===== src/rtl/timer_device.sv =====
// timer_device: memory-mapped down-counting timer with one-shot or auto-reload interrupt.
// Define TIMER_IRQ_MASK_EN to make CTRL[3] a stored interrupt mask gating IRQ.
module timer_device #(
  parameter logic [31:0] PRESET_RST = 32'h0000_0000
) (
  input  logic        clk,
  input  logic        reset,
  input  logic [31:2] Addr,
  input  logic [31:0] WD,
  input  logic        WE,
  output logic [31:0] RD,
  output logic        IRQ
);
`ifdef TIMER_IRQ_MASK_EN
  localparam logic [3:0] CTRL_MASK = 4'hf;
`else
  localparam logic [3:0] CTRL_MASK = 4'h7;
`endif
  typedef enum logic [1:0] {IDLE, LOAD, CNT, INT} state_t;
  state_t state, state_nx;
  logic [3:0] ctrl;
  logic [31:0] preset, count, count_nx;
  logic irq_flag, flag_nx, en_clr, ctrl_we, preset_we;
  logic unused;
  assign unused = ^{Addr[31:4], WD[31:4]};
  assign ctrl_we = WE && Addr[3:2] == 2'b00;
  assign preset_we = WE && Addr[3:2] == 2'b01;
  always_comb begin
    state_nx = state;
    count_nx = count;
    flag_nx = irq_flag;
    en_clr = 1'b0;
    case (state)
      IDLE: state_nx = ctrl[0] ? LOAD : IDLE;
      LOAD: begin
        count_nx = preset;
        state_nx = CNT;
      end
      CNT: begin
        state_nx = !ctrl[0] ? IDLE : count > 32'd1 ? CNT : INT;
        count_nx = !ctrl[0] ? count : count > 32'd1 ? count - 32'd1 : 32'd0;
        flag_nx = irq_flag | (ctrl[0] && count <= 32'd1);
      end
      INT: begin
        state_nx = IDLE;
        flag_nx = ctrl[2:1] == 2'b01 ? 1'b0 : irq_flag;
        en_clr = ctrl[2:1] != 2'b01;
      end
    endcase
  end
  always_ff @(posedge clk or negedge reset)
    if (!reset) state <= IDLE;
    else state <= state_nx;
  // A CPU write to CTRL overrides the FSM's En clear and always drops the flag.
  always_ff @(posedge clk or negedge reset) begin
    if (!reset) begin
      ctrl <= 4'h0;
      preset <= PRESET_RST;
      count <= 32'h0;
      irq_flag <= 1'b0;
    end else begin
      count <= count_nx;
      if (preset_we) preset <= WD;
      if (ctrl_we) begin
        ctrl <= WD[3:0] & CTRL_MASK;
        irq_flag <= 1'b0;
      end else begin
        ctrl[0] <= ctrl[0] & ~en_clr;
        irq_flag <= flag_nx;
      end
    end
  end
  always_comb
    RD = Addr[3:2] == 2'b00 ? {28'h0, ctrl} :
         Addr[3:2] == 2'b01 ? preset :
         Addr[3:2] == 2'b10 ? count : 32'h0;
`ifdef TIMER_IRQ_MASK_EN
  assign IRQ = irq_flag & ctrl[3];
`else
  assign IRQ = irq_flag;
`endif
endmodule


===== config.mk =====
export PLATFORM = sky130hd
export DESIGN_NAME = timer_device
export DESIGN_NICKNAME = d
export VERILOG_FILES = /design/src/rtl/timer_device.sv
export SDC_FILE = /design/constraint.sdc
export NUM_CORES = 1
export LEC_CHECK = 0
export CAP_MARGIN = 20
export CORE_UTILIZATION = 43
export CTS_CLUSTER_SIZE = 24
export DETAILED_ROUTE_END_ITERATION = 12
export DONT_BUFFER_PORTS = 1
export PLACE_DENSITY = 0.66
export SYNTH_ARGS = -nofsm -noshare
export SYNTH_HDL_FRONTEND = slang
export SYNTH_SLANG_ARGS = --single-unit

===== constraint.sdc =====
create_clock -name clk -period 6.7 [get_ports clk]
set_input_delay 2.01 -clock clk [delete_from_list [all_inputs] [get_ports clk]]
set_output_delay 2.01 -clock clk [all_outputs]
set_load 0.02 [all_outputs]

# == Word-level counts from Yosys, hierarchy flattened ==
# Cells that the tools add are included.
# classes
n_reduce_logical,9
add_sub_neg,1
eq_ne,9
order_cmp,2
mux,15
bitwise,3
# op_table
operator,n
$mux 32,5
$pmux 32 s2,1
$gt 32x1->1 const B,1
$le 32x1->1 const B,1
$sub 32x1->32 const B,1
$pmux 2 s4,1
$eq 2x1->1 const B,3
$eq 2x2->1 const B,3
$mux 1,6
$logic_not 2->1,2
$reduce_and 2->1,2
$logic_and 1x1->1,3
$ne 3x3->1 const B,1
$reduce_bool 3->1,1
$mux 2,1
$ne 2x1->1 const B,1
$ne 2x2->1 const B,1
$pmux 1 s2,1
$reduce_bool 2->1,1
$and 1x1->1,1
$not 1->1,1
$or 1x1->1,1
# word_totals
elab_cells,45
input_bits,65
out_inout_bits,33
ff_bits,70

# == Longest topological paths before layout ==
# logic_depth
ltp_word,5
depth_mapped,8

# == Least setup slack after synthesis ==
# OpenSTA, ideal clock, no wires.
# synth_path
path_type,input port to output port
start,input Addr[3] (netlist bit)
end,output RD[17]
n_path_buf,3
cell_stages,5
slack_ns,1.397
required_ns,4.690
arrival_ns,3.293
cell_sequence,clkbuf_1 nor2b_1 clkbuf_1 buf_1 a22o_1
# synth_between
elab_chain_len,4
elab_cells_between_ends,6
classes_between,eq/ne (2); mux (3); reduce/logical (1)
# synth_rtl
element,line,text
from (decl),8,"input logic [31:2] Addr,"
$eq 2x2->1,76,Addr[3:2] == 2'b10 ? count : 32'h0;
$mux 32,76,
$mux 32,75,Addr[3:2] == 2'b01 ? preset :
$mux 32 *,74,"RD = Addr[3:2] == 2'b00 ? {28'h0, ctrl} :"
to (decl),11,"output logic [31:0] RD,"
# Mark *: on every way between the ends. The rest lies on a longest branch, timed or not.

# == Worst setup path in the final report ==
# layout_path
start,input Addr[3] (netlist bit)
end,output RD[18]
# The elaborated chain is that of the path after synthesis.

==> flow_metrics.tcl <==
set metrics [dict create \
    slowest_stage "sky130_fd_sc_hd__nor2b_2" \
    filler_cell_count 891 \
    sink_count_of_the_clock_tree 70 \
    post_cts_resize_count 0 \
    dp_hpwl_um 7380 \
    cts_root_buf "sky130_fd_sc_hd__clkbuf_8" \
    ys_seq_area_share_pct 42.9 \
    cp_cell_sequence "nor2b_2 -> buf_4 -> a22o_1" \
    post_synth.cell_area_avg_um2 9.78 \
    layout_worst_path_cycle_share_pct 78.2 \
    insertion_delay_ns 0.35 \
    final_layout_size_suffix_gt1_share_pct 16.7 \
    critical_path.endpoint_type "output pin" \
    final_critical_path_setup_slack_ns 1.46 \
    synth_area_leader_cell "sky130_fd_sc_hd__dfrtp_1" \
    grt_pass1_vias 3396 \
    ys_seq_elements 70 \
    initial_antenna_violation_count 1 \
    tns_ns 0 \
    rsz0062_at_grt "no" \
    syn-num-nets 485 \
    clk_transition_reported_paths_ns 0.08 \
    post_drt_wl_per_cell_um 20.8 \
    placement_rows 35 \
    drv_slew 0 \
    worst_ep_required_time_ns 4.69 \
    period_minus_slack_ns 5.24 \
    achievable-frequency_ghz 0.191 \
    hold_ws_ns 0.517 \
    worst_supply_voltage_drop_on_vdd_uv 158 \
    synth-warning-count 0 \
    yosys.cell_count.top_type "sky130_fd_sc_hd__dfrtp_1" \
    yosys.area.top_type_share_pct 42.9 \
    total_vias_in_the_final_route 3446 \
    drt_iter0_markers 316 \
    yosys-top-cells-count "sky130_fd_sc_hd__dfrtp_1, sky130_fd_sc_hd__nand2_1, sky130_fd_sc_hd__mux2_2, sky130_fd_sc_hd__a22o_1, sky130_fd_sc_hd__clkbuf_1" \
    worst_pin_slew_ns 0.949 \
    synth_cell_types 51 \
    detailedRoute.firstPassIterationCount 5 \
    post-cts-setup-buffers 0 \
    die_width_um 99.5 \
    worstSetupPathType "in2out" \
    fin_skew_ns 0.0105 \
    dp_worst_setup_slack_ns 1.44 \
    num_io_pins 98 \
    gr-usage-all-layers_pct 24.1 \
    timing.max_slew.rel_slack_pct 36.6 \
    post-route-drc-count 0 \
    synth-edff-count 0 \
    ys.flop_type "sky130_fd_sc_hd__dfrtp_1" \
    ys_top_cells_by_area "sky130_fd_sc_hd__dfrtp_1, sky130_fd_sc_hd__mux2_2, sky130_fd_sc_hd__a22o_1" \
    clk_path_buf_depth 2 \
    total_die_area_um2 9900 \
    buffer_ports.inserted 0 \
    maxCapViolations 0 \
    min_path_type "reg2reg" \
    worst_setup_path_start_kind "primary input" \
    syn_inst 418 \
    placeableCoreArea_um2 9240 \
    cellPowerDensity_nw_per_um2 417 \
    grt_remaining_overflow 0 \
    die_h_um 99.5 \
    numCtsBuffers 9 \
    final-setup-viol-count 0 \
    grt_max_degree 71 \
    path_max_fanout 16 \
    initial_utilization_pct 44.2 \
    finish.net_count 470 \
    cpPeakStageDelay_ns 0.54 \
    total_standard_cell_area_after_synthesis_um2 4090 \
    avgViaCountPerCell 6.42 \
    drt_wl_total_um 11100 \
    tritoncts "yes" \
    async_flop_share_pct 100 \
    hold_viol_final 0 \
    leakage_nw 1.71 \
    area_delta_synth_final_pct 7.26 \
    cts_hold_buffers 0 \
    antenna_left 0 \
    h-tree-depth 3 \
    cp_data_arrival_time_ns 3.23 \
    global_route_wire_length_before_repair_um 18500 \
    place_congestion 0.950 \
    run_status "complete, no violations" \
]
## logic make-up (layout without fill, tap and decap cells)
group / after synthesis / count (layout) / share of synthesized area, %
flops: 70 / 70 / 42.9
buf+inv: 48 / 37 / 5.21
other cells: 0 / 1 / 0
mux: 37 / 37 / 10.1
compound gates: 121 / 121 / 21.4
simple gates: 140 / 140 / 19.8
fa+ha+maj: 2 / 2 / 0.612
## stage by stage
step	std cells	power, W	area [um^2]	utilization (%)
floorplan	418	0.00124	4090	-
global placement	521	0.00141	4160	45.0
detailed placement	521	0.00143	4160	45.0
CTS	536	0.00182	4380	47.4
global route	537	0.00196	4380	47.4
finish	537	0.00183	4380	47.4
## report_power, final
group / internal [W] / switching [W]
Clock: 0.000227 / 0.000161
Sequential: 0.000564 / 0.000205
Combinational: 0.000257 / 0.000412
## worst max-delay path: cells and delay by family
| family | cells | cell delay, ns |
|---|---|---|
| AOI/OAI and AO/OA | 1 | 0.32 |
| buffers and inverters | 1 | 0.35 |
| and+or+nand+nor | 1 | 0.54 |
## worst paths after layout
path | from | end | slack [ns] | cells after the start
worst max-delay path | Addr[3] | RD[18] | 1.46 | 3
worst min-delay path | preset[29] | count[29] | 0.52 | 2
worst max register to register | count[9] | count[11] | 3.90 | 5
worst min register to register | preset[29] | count[29] | 0.52 | 2
max in group asynchronous | reset | count[18] | 5.20 | 0
min in group asynchronous | reset | preset[28] | 1.35 | 0
## cell usage in the layout, fill, tap and decap left out, drive strengths merged, types with 2 or more instances in the layout
master,n
a21oi,21
a22o,29
a22oi,5
a31oi,10
a32oi,12
and3,10
buf,7
bufinv,2
clkbuf,11
clkinv,3
dfrtp,70
ha,2
inv,14
mux2,34
mux2i,3
nand2,35
nand2b,3
nand3,9
nand3b,2
nand4,17
nor2,14
nor2b,7
nor3,13
nor4,8
o2111ai,4
o211ai,8
o21a,2
o21ai,10
o221ai,2
o22ai,10
o311ai,2
o41ai,2
or3,11
or4,5
## layout make-up
cell class	instances	area (um^2)	share of cell area, %
diodes	1	2.50	0.0571
clock buffers	11	151	3.45
clock inverters	4	70.1	1.60
inverters	15	56.3	1.28
multi-input cells	300	2140	48.8
flip-flops and latches	70	1750	40.0
well taps	129	161	3.68
repair buffers	7	52.6	1.20
## routing by layer
| metal | track usage, % | vias up | share of wire [%] |
|---|---|---|---|
| met5 | 0 | - | 0 |
| met4 | 8.60 | 0 | 1.2 |
| met3 | 5.41 | 13 | 6.4 |
| met2 | 38.1 | 138 | 48 |
| met1 | 32.6 | 1717 | 44 |
| li1 | - | 1578 | - |
## state kept, by name, indices dropped and copies added (netlist names)
signal,flops
state,2
count,32
preset,32
IRQ,1
ctrl,3
Note: power is estimated with default switching activity, not from simulation.
==> edit, RTL diff (same settings) <==
The option `TIMER_IRQ_MASK_EN` is turned on by a define.
--- a/src/rtl/timer_device.sv
+++ b/src/rtl/timer_device.sv
@@ -1,4 +1,6 @@
 // timer_device: memory-mapped down-counting timer with one-shot or auto-reload interrupt.
 // Define TIMER_IRQ_MASK_EN to make CTRL[3] a stored interrupt mask gating IRQ.
+`define TIMER_IRQ_MASK_EN
+
 module timer_device #(
   parameter logic [31:0] PRESET_RST = 32'h0000_0000
Behaviour: not the same (Yosys sat finds a counterexample within 4 cycles, from zero or initial values and one cycle with reset low).
==> edit against the original RTL <==
The run now ends with design-rule violations left. Highest routed layer unchanged. Largest power group unchanged. Critical path depth increased by 1. Setup slack gained 0.39 ns. Largest cell class unchanged. Worst hold slack better by 0.0094 ns. Power fell by 6.8%. Final area shrank 4.5%. Sequential power is 2% lower. Non-clock buffer count shrank 1. Wire length decreased by 7.5%. Synthesized area is 3.8% lower. Sequential cell count up 1. Die area decreased by 3.8%. Critical endpoint is now RD[1]. Critical path type unchanged. Clock power is 16% lower.
==> edit: results (changes against the original RTL) <==
| Metric | Value |
|---|---|
| Xor and xnor fraction of the mapped netlist area | 0.223% (was 0%) |
| Seq/Total Area, Yosys | 45.2% (was 42.9%) |
| Max FO, Critical Path | 33 (was 16) |
| Leak | 1.68 nW (was 1.71 nW) |
| Mapped Nets | 469 (was 485) |
| Final nets | 460 (was 470) |
| Top post-synthesis cells by area | dfrtp_1, mux2_2, a22o_1 (unchanged) |
| Adder-Cell Fraction of Synth Area | 0.637% (was 0.612%) |
| Vias in the first global route | 3173 (was 3396) |
| Violated checks | design-rule violations |
| Crit path DAT | 2.84 ns (was 3.23 ns) |
| CP top delay family | buffers and inverters (was simple AND/OR/NAND/NOR gates) |
| Most frequent cells after synthesis | dfrtp_1, mux2_2, a22o_1 (was dfrtp_1, nand2_1, mux2_2) |
| Status | finished, violations left (was completed) |
| # DRC | 8 (was 0) |
| DP Wirelength | 6890 µm (was 7380 µm) |
| Switching share of power | 41.9% (was 42.6%) |
| Pwr Density | 406 nW/µm² (was 417 nW/µm²) |
| Comb_multi_in | 292 (was 300) |
| Post-place setup slack | 1.84 ns (was 1.44 ns) |
| Peak supply drop | 0.000119 V (was 0.000158 V) |
| Synth Area in Compound Gates | 21.7% (was 21.4%) |
| Register Area | 1780 µm² (was 1750 µm²) |
| Wirelength per Cell | 20.5 µm (was 20.8 µm) |
| 1st-iter DRT viols | 313 (was 316) |
| Clk pwr share | 19.2% (was 21.3%) |
| RR Endpoint | count[29] (was count[11]) |
| Layout clock area frac | 4.36% (was 5.05%) |
| Worst reg2reg path depth | 6 (was 5) |
| Hold Path Sink | count[31] (was count[29]) |
| Antenna violations before repair | 0 (was 1) |
| Global placer's final weighted congestion | 0.865 (was 0.950) |
| Layout cell share with drive strength beyond 1 | 15.7% (was 16.7%) |
edit: how the worst max path moves through the flow:
stage,from,endpoint,slack (ns),depth (start not counted)
final,Addr[2],RD[1],1.85,4
after floorplan,Addr[3],RD[10],1.39,5
after global routing,Addr[2],RD[1],1.77,4
after CTS,Addr[2],RD[1],1.84,4
after global placement,Addr[2],RD[1],1.86,4
after detailed placement,Addr[2],RD[1],1.84,4
edit: per-layer routing:
metal  vias to the layer above  GRT usage, %  wire (µm)
li1                       1503             -          -
met1                      1653          30.7       4560
met3                        10          7.12        768
met2                       113          33.6       4850
met4                         0          8.04        131
met5                         -             0          0
edit: through the flow:
stage	hold slack, ns	util, %
after floorplan	0.473	-
final	0.527	47.6
after global routing	0.549	47.6
after detailed placement	0.510	45.4
after global placement	0.506	45.4
after CTS	0.527	47.5
edit: worst reg2reg max path: stages (launching register included):
cell and delay (ns):
dfrtp_1 0.43, or4_4 0.59, or4_4 0.52, nor4_4 0.74, nor2_2 0.39, a22o_1 0.28, a22o_1 0.17
